$ cat src/rtl/shared_adder_pkg.sv
// Shared definitions for the shared-adder controller: state encoding and default sizing.
// No logic; constants only.
// Imported by the interface, the arbiter and the controller.
package shared_adder_pkg;

    localparam int DEF_WIDTH  = 4;
    localparam int DEF_SETTLE = 3;

    typedef enum logic [1:0] {
        ST_IDLE    = 2'd0,
        ST_SETTLE  = 2'd1,
        ST_RELEASE = 2'd2
    } state_e;

endpackage

$ cat src/rtl/shared_adder_if.sv
// Bundle of requester operands/handshake, shared-adder port and result signals.
// Pure wiring, zero latency.
// master = requesters + adder side, slave = the controller.
interface shared_adder_if
    import shared_adder_pkg::*;
#(
    parameter int WIDTH = DEF_WIDTH
);
    logic             req0;
    logic             req1;
    logic [WIDTH-1:0] a0;
    logic [WIDTH-1:0] b0;
    logic             ci0;
    logic [WIDTH-1:0] a1;
    logic [WIDTH-1:0] b1;
    logic             ci1;

    logic [WIDTH-1:0] add_a;
    logic [WIDTH-1:0] add_b;
    logic             add_ci;
    logic [WIDTH-1:0] add_sum;
    logic             add_co;

    logic [1:0]       gnt;
    logic             done0;
    logic             done1;
    logic [WIDTH-1:0] sum_out;
    logic             co_out;
    logic             busy;

    modport master (
        output req0, req1, a0, b0, ci0, a1, b1, ci1, add_sum, add_co,
        input  add_a, add_b, add_ci, gnt, done0, done1, sum_out, co_out, busy
    );

    modport slave (
        input  req0, req1, a0, b0, ci0, a1, b1, ci1, add_sum, add_co,
        output add_a, add_b, add_ci, gnt, done0, done1, sum_out, co_out, busy
    );

endinterface

$ cat src/rtl/arb_pick2.sv
// Two-way one-hot pick; SHARED_ADDER_RR_EN selects round-robin on ties, else req0 has priority.
// Combinational, zero latency.
// No backpressure; caller samples win only when it can accept.
module arb_pick2 (
    input  logic [1:0] req,
    input  logic       last,
    output logic [1:0] win
);

`ifdef SHARED_ADDER_RR_EN
    // last names the requester served most recently; the other one wins a tie.
    always_comb begin
        win = req;
        if (req == 2'b11) begin
            win = last ? 2'b01 : 2'b10;
        end
    end
`else
    logic unused_last;
    assign unused_last = last;

    always_comb begin
        win = 2'b00;
        if (req[0]) begin
            win = 2'b01;
        end else if (req[1]) begin
            win = 2'b10;
        end
    end
`endif

endmodule

$ cat src/rtl/shared_adder_ctrl.sv
// Arbitrates two requesters onto one external adder; SHARED_ADDER_RR_EN enables round-robin ties.
// Latency: result/done SETTLE cycles after grant; release one edge after req drops.
// Backpressure: 4-phase req/done; a losing req stays pending until the controller is idle.
module shared_adder_ctrl
    import shared_adder_pkg::*;
#(
    parameter int WIDTH  = DEF_WIDTH,
    parameter int SETTLE = DEF_SETTLE
) (
    input  logic          clk,
    input  logic          reset,
    shared_adder_if.slave bus
);

    localparam int            CW       = $clog2(SETTLE) + 1;
    localparam logic [CW-1:0] CNT_LOAD = CW'(SETTLE - 1);

    state_e           state_q, state_d;
    logic [CW-1:0]    cnt_q, cnt_d;
    logic [WIDTH-1:0] add_a_q, add_a_d;
    logic [WIDTH-1:0] add_b_q, add_b_d;
    logic             add_ci_q, add_ci_d;
    logic [WIDTH-1:0] sum_q, sum_d;
    logic             co_q, co_d;
    logic [1:0]       gnt_q, gnt_d;
    logic             done0_q, done0_d;
    logic             done1_q, done1_d;

    logic [1:0]       win;
    logic             last_sel;
    logic             gnt_req;

`ifdef SHARED_ADDER_RR_EN
    logic last_q, last_d;

    // Reset to 1 so requester 0 takes the first tie.
    always_ff @(posedge clk) begin
        if (reset) begin
            last_q <= 1'b1;
        end else begin
            last_q <= last_d;
        end
    end

    always_comb begin
        last_d = last_q;
        if (state_q == ST_IDLE && win != 2'b00) begin
            last_d = win[1];
        end
    end

    assign last_sel = last_q;
`else
    assign last_sel = 1'b1;
`endif

    arb_pick2 u_pick (
        .req  ({bus.req1, bus.req0}),
        .last (last_sel),
        .win  (win)
    );

    assign gnt_req = (gnt_q[0] & bus.req0) | (gnt_q[1] & bus.req1);

    always_comb begin
        state_d  = state_q;
        cnt_d    = cnt_q;
        add_a_d  = add_a_q;
        add_b_d  = add_b_q;
        add_ci_d = add_ci_q;
        sum_d    = sum_q;
        co_d     = co_q;
        gnt_d    = gnt_q;
        done0_d  = done0_q;
        done1_d  = done1_q;

        unique case (state_q)
            ST_IDLE: begin
                if (win != 2'b00) begin
                    add_a_d  = win[1] ? bus.a1  : bus.a0;
                    add_b_d  = win[1] ? bus.b1  : bus.b0;
                    add_ci_d = win[1] ? bus.ci1 : bus.ci0;
                    gnt_d    = win;
                    cnt_d    = CNT_LOAD;
                    state_d  = ST_SETTLE;
                end
            end
            ST_SETTLE: begin
                // Adder operands were driven at grant; sample once the window elapses.
                if (cnt_q != '0) begin
                    cnt_d = cnt_q - CW'(1);
                end else begin
                    sum_d   = bus.add_sum;
                    co_d    = bus.add_co;
                    done0_d = gnt_q[0];
                    done1_d = gnt_q[1];
                    state_d = ST_RELEASE;
                end
            end
            ST_RELEASE: begin
                if (!gnt_req) begin
                    gnt_d   = 2'b00;
                    done0_d = 1'b0;
                    done1_d = 1'b0;
                    state_d = ST_IDLE;
                end
            end
            default: begin
                state_d = ST_IDLE;
            end
        endcase
    end

    always_ff @(posedge clk) begin
        if (reset) begin
            state_q  <= ST_IDLE;
            cnt_q    <= '0;
            add_a_q  <= '0;
            add_b_q  <= '0;
            add_ci_q <= 1'b0;
            sum_q    <= '0;
            co_q     <= 1'b0;
            gnt_q    <= 2'b00;
            done0_q  <= 1'b0;
            done1_q  <= 1'b0;
        end else begin
            state_q  <= state_d;
            cnt_q    <= cnt_d;
            add_a_q  <= add_a_d;
            add_b_q  <= add_b_d;
            add_ci_q <= add_ci_d;
            sum_q    <= sum_d;
            co_q     <= co_d;
            gnt_q    <= gnt_d;
            done0_q  <= done0_d;
            done1_q  <= done1_d;
        end
    end

    assign bus.add_a   = add_a_q;
    assign bus.add_b   = add_b_q;
    assign bus.add_ci  = add_ci_q;
    assign bus.gnt     = gnt_q;
    assign bus.done0   = done0_q;
    assign bus.done1   = done1_q;
    assign bus.sum_out = sum_q;
    assign bus.co_out  = co_q;
    assign bus.busy    = (state_q != ST_IDLE);

endmodule

$ cat src/flat_wrapper.sv
// flat-port wrapper written by rule: the top's interface ports become plain ports
module shared_adder_ctrl_flat import shared_adder_pkg::*;
#(
    parameter int WIDTH  = DEF_WIDTH,
    parameter int SETTLE = DEF_SETTLE
)
  (clk, reset, bus_req0, bus_req1, bus_a0, bus_b0, bus_ci0, bus_a1, bus_b1, bus_ci1, bus_add_sum, bus_add_co, bus_add_a, bus_add_b, bus_add_ci, bus_gnt, bus_done0, bus_done1, bus_sum_out, bus_co_out, bus_busy);
  shared_adder_if #(.WIDTH(WIDTH)) bus_i ();
  input  logic clk;
  input  logic reset;
  input wire logic [$bits(bus_i.req0)-1:0] bus_req0;
  input wire logic [$bits(bus_i.req1)-1:0] bus_req1;
  input wire logic [$bits(bus_i.a0)-1:0] bus_a0;
  input wire logic [$bits(bus_i.b0)-1:0] bus_b0;
  input wire logic [$bits(bus_i.ci0)-1:0] bus_ci0;
  input wire logic [$bits(bus_i.a1)-1:0] bus_a1;
  input wire logic [$bits(bus_i.b1)-1:0] bus_b1;
  input wire logic [$bits(bus_i.ci1)-1:0] bus_ci1;
  input wire logic [$bits(bus_i.add_sum)-1:0] bus_add_sum;
  input wire logic [$bits(bus_i.add_co)-1:0] bus_add_co;
  output wire logic [$bits(bus_i.add_a)-1:0] bus_add_a;
  output wire logic [$bits(bus_i.add_b)-1:0] bus_add_b;
  output wire logic [$bits(bus_i.add_ci)-1:0] bus_add_ci;
  output wire logic [$bits(bus_i.gnt)-1:0] bus_gnt;
  output wire logic [$bits(bus_i.done0)-1:0] bus_done0;
  output wire logic [$bits(bus_i.done1)-1:0] bus_done1;
  output wire logic [$bits(bus_i.sum_out)-1:0] bus_sum_out;
  output wire logic [$bits(bus_i.co_out)-1:0] bus_co_out;
  output wire logic [$bits(bus_i.busy)-1:0] bus_busy;
  assign bus_i.req0 = bus_req0;
  assign bus_i.req1 = bus_req1;
  assign bus_i.a0 = bus_a0;
  assign bus_i.b0 = bus_b0;
  assign bus_i.ci0 = bus_ci0;
  assign bus_i.a1 = bus_a1;
  assign bus_i.b1 = bus_b1;
  assign bus_i.ci1 = bus_ci1;
  assign bus_i.add_sum = bus_add_sum;
  assign bus_i.add_co = bus_add_co;
  assign bus_add_a = bus_i.add_a;
  assign bus_add_b = bus_i.add_b;
  assign bus_add_ci = bus_i.add_ci;
  assign bus_gnt = bus_i.gnt;
  assign bus_done0 = bus_i.done0;
  assign bus_done1 = bus_i.done1;
  assign bus_sum_out = bus_i.sum_out;
  assign bus_co_out = bus_i.co_out;
  assign bus_busy = bus_i.busy;
  shared_adder_ctrl #(.WIDTH(WIDTH), .SETTLE(SETTLE)) u_core (.clk(clk), .reset(reset), .bus(bus_i));
endmodule
$ cat config.mk
export PLATFORM = sky130hd
export DESIGN_NAME = shared_adder_ctrl_flat
export DESIGN_NICKNAME = d
export VERILOG_FILES = /design/src/rtl/shared_adder_pkg.sv /design/src/rtl/shared_adder_if.sv /design/src/rtl/arb_pick2.sv /design/src/rtl/shared_adder_ctrl.sv /design/src/flat_wrapper.sv
export SDC_FILE = /design/constraint.sdc
export NUM_CORES = 1
export LEC_CHECK = 0
export CAP_MARGIN = 10
export CORE_UTILIZATION = 48
export CTS_BUF_LIST = sky130_fd_sc_hd__clkbuf_2 sky130_fd_sc_hd__clkbuf_4 sky130_fd_sc_hd__clkbuf_8
export DETAILED_ROUTE_END_ITERATION = 10
export PLACE_DENSITY_LB_ADDON = 0.1
export REMOVE_ABC_BUFFERS = 1
export SLEW_MARGIN = 20
export SYNTH_ARGS = -nofsm -noshare
export SYNTH_HDL_FRONTEND = slang
export SYNTH_SLANG_ARGS = --single-unit
$ cat constraint.sdc
create_clock -name clk -period 2.57 [get_ports clk]
set_clock_uncertainty 0.2 [all_clocks]
set_input_delay 0.3855 -clock clk [delete_from_list [all_inputs] [get_ports clk]]
set_output_delay 0.3855 -clock clk [all_outputs]
set_load 0.02 [all_outputs]
Word level (Yosys, flattened, before mapping). Index checks and enable logic that the tools add are counted.

Input bits: 27. Output and inout port bits: 19. Register bits: 23.

Reduce and logical (&&, ||, !) cells: 13. Equal/unequal tests: 6. Bitwise logic cells: 4. Mux-type cells: 19. $add $sub $neg: 1.

Operators by type and width (count): 2-bit two-way mux (6); 3-bit AND reduction (4); 2-bit nonzero test (5); 4-bit two-way mux (2); 3-bit two-way mux (2); 2-bit one-hot mux with 3 select lines (1); 3-bit one-hot mux with 2 select lines (1); 1-bit two-way mux (4); 2-bit by 1-bit inequality test with 1-bit output, second input constant (2); 2-bit inequality test, second input constant (2); 1-bit one-hot mux with 2 select lines (2); 2-bit one-hot mux with 2 select lines (1); 2-bit AND reduction (2); 3-bit nonzero test (1); 3-bit by 1-bit subtractor with 3-bit output, second input constant (1); 1-bit bitwise AND (2); 2-bit by 1-bit == test with 1-bit output, second input constant (1); 2-bit == test, second input constant (1); 2-bit logical NOT (1); 1-bit inverter (1); 1-bit bitwise OR (1).

Depth between registers and ports, before layout.
Depth in word-level cells: 5. Gate-level depth with buffers: 7. Mapped depth without buffers: 5.

Cells and area by module. A second synthesis with hierarchy kept.

Cell total of the unflattened synthesis: 115. Area, all modules: 1151.1 µm².

By module, submodules not included: shared_adder_ctrl (area an instance 1129.8 µm², seq. area each 460.4 µm², instances 1, cells each 113); arb_pick2 (area an instance 21.3 µm², seq. area each 0.0 µm², instances 1, cells each 2).

Worst setup path before layout. Ideal clock, no wire load.

Path kind: register to register. Start point: register u_core.state_q[0]. End point: register u_core.cnt_q[0]. Setup time: 0.091 ns. Stages on the path, launching flop included: 6. Setup slack: 0.900 ns. Clock period less this slack: 1.670 ns. Arrival: 1.379 ns. Cell sequence: dfxtp_1 inv_1 ha_1 or3b_4 and2_4 a311oi_1.

Longest elaborated chain between the ends: 3.

RTL lines: start, declared (RTL line shared_adder_ctrl.sv:18) `state_e state_q, state_d;`; start signal, assigned (RTL line shared_adder_ctrl.sv:127) `state_q <= state_d;`; 2-bit by 1-bit == test with 1-bit output / 2-bit logical NOT (equally long branches) (RTL line shared_adder_ctrl.sv:77) `unique case (state_q)`; 2-bit by 1-bit inequality test with 1-bit output (no source line) / 2-bit nonzero test (equally long branches); 3-bit AND reduction (no source line); end signal, assigned (RTL line shared_adder_ctrl.sv:128) `cnt_q <= cnt_d;`; end, declared (RTL line shared_adder_ctrl.sv:19) `logic [CW-1:0] cnt_q, cnt_d;`.

Several ways; a longest one is shown, not always the timed one. A chain may end at the register's enable or synchronous reset.

Final worst setup path.
Start point: register u_core.state_q[0]. End point: output port bus_busy.

Longest elaborated chain between the ends: 1.

RTL lines: 2-bit nonzero test (RTL line shared_adder_ctrl.sv:148) `assign bus.busy = (state_q != ST_IDLE);`; end, declared (RTL line flat_wrapper.sv:29) `output wire logic [$bits(bus_i.busy)-1:0] bus_busy;`.

No other way between the ends.

==> results summary <==
The most area-hungry cell type in the Yosys netlist is sky130_fd_sc_hd__dfxtp_1. The first detailed-routing pass took 4 iterations. Summing all multi-input logic gate instances after layout gives 654.4 µm². Setup repair after global routing left no endpoint under its margin. Overall power consumption after layout is estimated at 1.482 mW.

The number of post-CTS setup repair buffers came out at 0. The antenna diode count is 0. The pin slew with the least headroom to its limit is 0.5490 ns. For this design the static power due to leakage is 0.7115 nW.

The HPWL after detailed placement came out at 1.849 mm. For this design the top-level I/O count stands at 46. The area of the die came out at 2668 µm².

The layout cell share with drive strength beyond 1 is 7.273%. Relative to the synthesized area, the layout overhead comes to 41.01%. The count of input and output buffers is 45.

The via count of the first global-routing pass is 1013. The startpoint identified for the worst register-to-register timing path is u_core.state_q[1]. The maximum achievable frequency is 426.2 MHz. The number of placement rows came out at 17. The minimum setup slack among reg-to-reg paths came out at 0.66 ns.

Across the whole layout, storage elements account for 460.4 µm². After detailed routing, the number of vias per cell comes to 5.207. The die outline height came out at 51.66 µm.

Setup violations remaining at the end of the flow were counted as 0. The post-synth design cell area is 1184 µm². The most critical setup path has its startpoint at u_core.state_q[0]. The number of slew-limit violations in the final report came out at 0. The count of state elements after synthesis came out at 23. CTS placed an instance of sky130_fd_sc_hd__clkbuf_4 at the clock tree root. The number of instances in the synthesized netlist is 122. In this run the critical register-to-register path is captured at u_core.cnt_q[1]. During synthesis, Yosys emitted a total of 0 warnings. The critical path ends at bus_busy. The maximum fanout count along the critical path came out at 7. Counting every sink on the clock net gives 23. After the last flow step, the layout net total stands at 199. Across the run, the number of max-cap violations was 0. The power density over the cells is 887.9 nW/µm². The top-area cell type share of the netlist area came out at 38.90%. The run finished with clean final reports.

After synthesis, the cell types taking the most area are sky130_fd_sc_hd__dfxtp_1 (39%), sky130_fd_sc_hd__mux2i_1 (15%), sky130_fd_sc_hd__ha_1 (6.3%). The worst hold path begins at u_core.bus.done0. The worst setup path is launched from a flip-flop.

The initial utilization of the core area, before any placement, comes to 52.01%. The path class of the tightest hold or removal check is reg -> reg. The worst voltage drop across the vdd grid came out at 0.0005366 V. The post-route clock period utilization is 91.30%. The number of inserted filler cells in the final layout came out at 171.

The total number of H-tree levels came out at 1. The hold buffer count at CTS came out at 0. The number of violations reported at the end of detailed-routing iteration 0 is 9. The post-layout utilization of the core is 73.34%. The critical path class is reg -> out.

The total wirelength of the detailed-routed design is 2.423 mm. The clock insertion delay at the later pin of the skew report came out at 0.30 ns. The number of buffers created by CTS is 3. The data arrival time of the critical path is 1.76 ns.

The via total after detailed routing is 1005. The number of unique standard cell types used by synthesis is 29. The final period demand of the worst path is 2.346 ns. The pin count of the biggest net entering global routing came out at 21. The core area is 2276 µm². TritonCTS built the clock tree. The per-cell routed wire length came out at 12.55 µm.

The die is 51.66 µm wide. The global placement routability congestion is 0.7428. After clock tree synthesis, the repair step resized 0 gates. The required arrival time at the worst endpoint is 1.98 ns. The number of nets still failing antenna checks after routing came out at 0. The first global-routing pass estimated 4.098 mm of wire. For this run the aggregate overflow at the end of global routing stands at 0. The DRC violations left came out at 0. The global-route usage over all layers came out at 20.55%.

The worst setup path is captured at an output port. Headroom to the max-slew limit came out at 63.40%. The portion of the post-synthesis area used by sequential elements came out at 38.90%. The initial antenna violation count was 0. The total negative slack for setup checks came out at 0 ns. The clock-pin slew of the registers on the worst-case setup and hold paths came out at 0.12 ns. In this run the mean area of a mapped cell was 9.702 µm². Measured in cells, the most critical reg-to-reg path has a length of 5. The maximum root-to-sink buffer count came out at 2.

The final hold violation count came out at 0.
==> state kept, by name (all words and copies together) (netlist names) <==
register,cells
u_core.bus.add_b,4
u_core.bus.done0,1
u_core.bus.done1,1
u_core.bus.add_a,4
u_core.bus.gnt,2
u_core.bus.sum_out,4
u_core.bus.co_out,1
u_core.state_q,2
u_core.bus.add_ci,1
u_core.cnt_q,3
==> report_power, final <==
group | total (mW) | switching (mW) | internal [mW]
registers | 0.515 | 0.0615 | 0.453
clock network | 0.166 | 0.108 | 0.0580
logic | 0.801 | 0.419 | 0.383
total | 1.48 | 0.588 | 0.894
==> metal layers <==
| layer | track usage [%] | part of all wire (%) | vias to the layer above |
|---|---|---|---|
| met5 | 0 | 0 | - |
| met4 | 6.757 | 0.70 | 0 |
| met3 | 4.386 | 4.7 | 2 |
| met2 | 37.66 | 48 | 25 |
| met1 | 23.34 | 46 | 454 |
| li1 | - | - | 524 |
==> critical path, stage by stage, from the launching register on <==
cell and delay, ns:
sky130_fd_sc_hd__dfxtp_1 0.40, sky130_fd_sc_hd__inv_1 0.08, sky130_fd_sc_hd__ha_1 0.28, sky130_fd_sc_hd__inv_1 0.10, sky130_fd_sc_hd__clkdlybuf4s50_1 0.60
==> worst min-delay path by stage <==
stage                             endpoint  slack, ns  cells past startpoint
after floorplan            u_core.cnt_q[0]       0.24                      1
after global placement    u_core.bus.done0       0.26                      2
after detailed placement  u_core.bus.done1       0.27                      2
after CTS                 u_core.bus.done1       0.29                      2
after global routing      u_core.bus.done0       0.33                      2
final                     u_core.bus.done0       0.29                      2
==> cell usage in the layout (no fill, tap or decap), types with 2 or more instances in the layout <==
cell	netlist	layout
sky130_fd_sc_hd__clkbuf_4	0	3
sky130_fd_sc_hd__inv_1	7	7
sky130_fd_sc_hd__clkdlybuf4s50_1	0	45
sky130_fd_sc_hd__buf_4	2	2
sky130_fd_sc_hd__a221oi_2	2	2
sky130_fd_sc_hd__a31oi_1	2	2
sky130_fd_sc_hd__ha_1	6	6
sky130_fd_sc_hd__a22o_1	2	2
sky130_fd_sc_hd__a311oi_1	2	2
sky130_fd_sc_hd__nand2b_1	11	11
sky130_fd_sc_hd__mux2i_1	18	18
sky130_fd_sc_hd__nand2_1	2	2
sky130_fd_sc_hd__nor2_1	17	17
sky130_fd_sc_hd__a211oi_1	9	9
sky130_fd_sc_hd__dfxtp_1	23	23
==> kinds of logic after synthesis <==
kind of cell / share of synthesized area (%)
and+or+nand+nor: 16.60
AOI/OAI and AO/OA: 17.12
DFF: 38.90
muxes: 15.22
buffers and inverters: 5.813
adders and majority gates: 6.342
==> through the flow <==
| step | hold slack [ns] | cell area, µm² | instances | setup slack (ns) |
|---|---|---|---|---|
| after floorplan | 0.2423 | 1141 | 114 | 0.9000 |
| after global placement | 0.2601 | 1642 | 189 | 0.4997 |
| after detailed placement | 0.2742 | 1642 | 189 | 0.4266 |
| after CTS | 0.2949 | 1669 | 193 | 0.2110 |
| after global routing | 0.3274 | 1669 | 193 | 0.1307 |
| final | 0.2908 | 1669 | 193 | 0.2235 |
==> cell type report <==
type                       count  share of cell area (%)
sequential                    23                   27.59
clock inverter                 1                  0.2999
tap                           28                   2.099
inverter                       7                   1.574
clock buffer                   3                   1.349
multi-input combinational     84                   39.21
timing repair buffer          47                   27.89
==> synth_stat cells <==
library cell	count
sky130_fd_sc_hd__dfxtp_1	23
sky130_fd_sc_hd__o21ai_1	1
sky130_fd_sc_hd__buf_4	2
sky130_fd_sc_hd__a211oi_1	9
sky130_fd_sc_hd__mux2i_1	18
sky130_fd_sc_hd__nor3b_2	1
sky130_fd_sc_hd__o21a_1	1
sky130_fd_sc_hd__or3b_4	1
sky130_fd_sc_hd__buf_1	1
sky130_fd_sc_hd__a22o_1	2
sky130_fd_sc_hd__ha_1	6
sky130_fd_sc_hd__or4b_1	1
sky130_fd_sc_hd__inv_1	7
sky130_fd_sc_hd__o32ai_1	1
sky130_fd_sc_hd__and2_4	1
sky130_fd_sc_hd__a311oi_1	2
sky130_fd_sc_hd__nor2_1	17
sky130_fd_sc_hd__a31oi_1	2
sky130_fd_sc_hd__clkbuf_1	1
sky130_fd_sc_hd__a41oi_1	1
sky130_fd_sc_hd__buf_2	4
sky130_fd_sc_hd__nand2b_1	11
sky130_fd_sc_hd__a221oi_2	2
sky130_fd_sc_hd__a211oi_2	1
sky130_fd_sc_hd__a41o_1	1
sky130_fd_sc_hd__or2_1	1
sky130_fd_sc_hd__nand2_1	2
sky130_fd_sc_hd__o21ai_0	1
sky130_fd_sc_hd__nand3b_1	1
Note: power is estimated with default switching activity, not from simulation.
==> RTL edit: new RTL, same settings <==
Build with the macro `SHARED_ADDER_RR_EN` defined.
--- a/src/rtl/arb_pick2.sv
+++ b/src/rtl/arb_pick2.sv
@@ -2,4 +2,6 @@
 // Combinational, zero latency.
 // No backpressure; caller samples win only when it can accept.
+`define SHARED_ADDER_RR_EN
+
 module arb_pick2 (
     input  logic [1:0] req,
Function: changed (Yosys sat finds a counterexample within 10 cycles, from zero or initial values and one cycle with reset high).
==> RTL edit against the original RTL <==
Total power up 7.7%. First-iteration DRC count up 67%. Sequential cell count up 1. Sequential share of layout area up 1.1 points. Wire length up 13%. Combinational power down 2%. Die area down 1.7%. Setup slack worse by 11 ps. Final area up 0.38%. Count of clock-buffer cells in the layout unchanged. Critical path depth unchanged. Area after synthesis down 1.8%. Largest cell class unchanged. Highest routed layer unchanged.
==> RTL edit: results (changes against the original RTL) <==
clk_lat worst skew 320 ps (was 300 ps); Mapped Cells 133 (was 122); DP HPWL 2037 um (was 1849 um); Reg-to-Reg End u_core.state_q[0] (was u_core.cnt_q[1]); Compound-Gate Fraction of Synth Area 20.88% (was 17.12%); Min-Delay Endpoint u_core.bus.sum_out[2] (was u_core.bus.done0); HP Start u_core.bus.sum_out[2] (was u_core.bus.done0); mux share of post-synthesis cell area 12.06% (was 15.22%); slew margin rel. 64.95% (was 63.40%); routed metal-1 wire length 1217 um (was 1120 um); LEAKAGE 0.0006511 uW (was 0.0007115 uW); Final GP Congestion 0.7828 (was 0.7428); first-pass GRT wire length 4692 um (was 4098 um); initial DRC count 15 (was 9); placed cell count 200 (was 189); DR vias 1110 (was 1005); register area share after synthesis 41.33% (was 38.90%); DR WL met3 154 um (was 115 um); Routed WL 2750 um (was 2423 um); Tot GR Track Use 23.81% (was 20.55%); met2 WL 1342 um (was 1170 um); share of cells above drive strength 1 6.818% (was 7.273%); run status finished, final reports clean (unchanged); worst slack at placement 407.1 ps (was 426.6 ps); CP max FO 8 (was 7)
-- RTL edit: cell types whose count changed after synthesis, sizes merged, moves of 4 or more --
cell,delta
nand2,+18
a21oi,+16
nor2,-14
nand2b,-11
a211oi,-10
o21ai,+9
buf,-4
mux2i,-4
-- RTL edit: critical path: stages, from the launching register on --
cell and delay (ps):
dfxtp_1 390, inv_1 80, ha_1 300, inv_1 90
clkdlybuf4s50_1 600
-- RTL edit: cell type report --
cell class | count | area (um^2)
sequential | 24 | 480.5
tap | 28 | 35.03
fill | 185 | 579.3
timing repair buffer | 46 | 457.9
multi-input combinational | 93 | 615.6
inverter | 9 | 33.78
clock buffer | 3 | 22.52
clock inverter | 1 | 30.03
-- RTL edit: worst max path at each step --
stage	cells past startpoint	to	slack, ps
6_report	4	bus_busy	210
2_1_floorplan	3	u_core.bus.add_a[0]	800
4_1_cts	4	bus_busy	210
5_1_grt	4	bus_busy	130
3_5_place_dp	4	u_core.state_q[0]	410
3_3_place_gp	4	u_core.state_q[0]	470
-- RTL edit: per-layer routing --
layer	vias to the layer above	global-route usage (%)
li1	561	-
met1	507	26.84
met2	38	44.08
met3	4	3.869
met4	0	9.459
met5	-	0
-- RTL edit: logic make-up (layout without fill, tap and decap cells) --
group,Yosys count,in the layout
AOI/OAI and AO/OA,40,40
and+or+nand+nor,34,34
DFF,24,24
buffers and inverters,16,59
muxes,14,14
adders and majority gates,5,5
-- RTL edit: report_power, final --
group	switching, uW	internal, uW	total [uW]
sequential	60.2	474	534
clock	121	158	279
combinational	419	364	783
total	600	996	1600
-- RTL edit: stage by stage --
stage	cell area [um^2]	hold slack [ps]
after global placement	1623	242.7
after global routing	1675	304.8
after CTS	1675	265.1
after detailed placement	1623	246.8
after floorplan	1130	242.2
final	1675	269.8
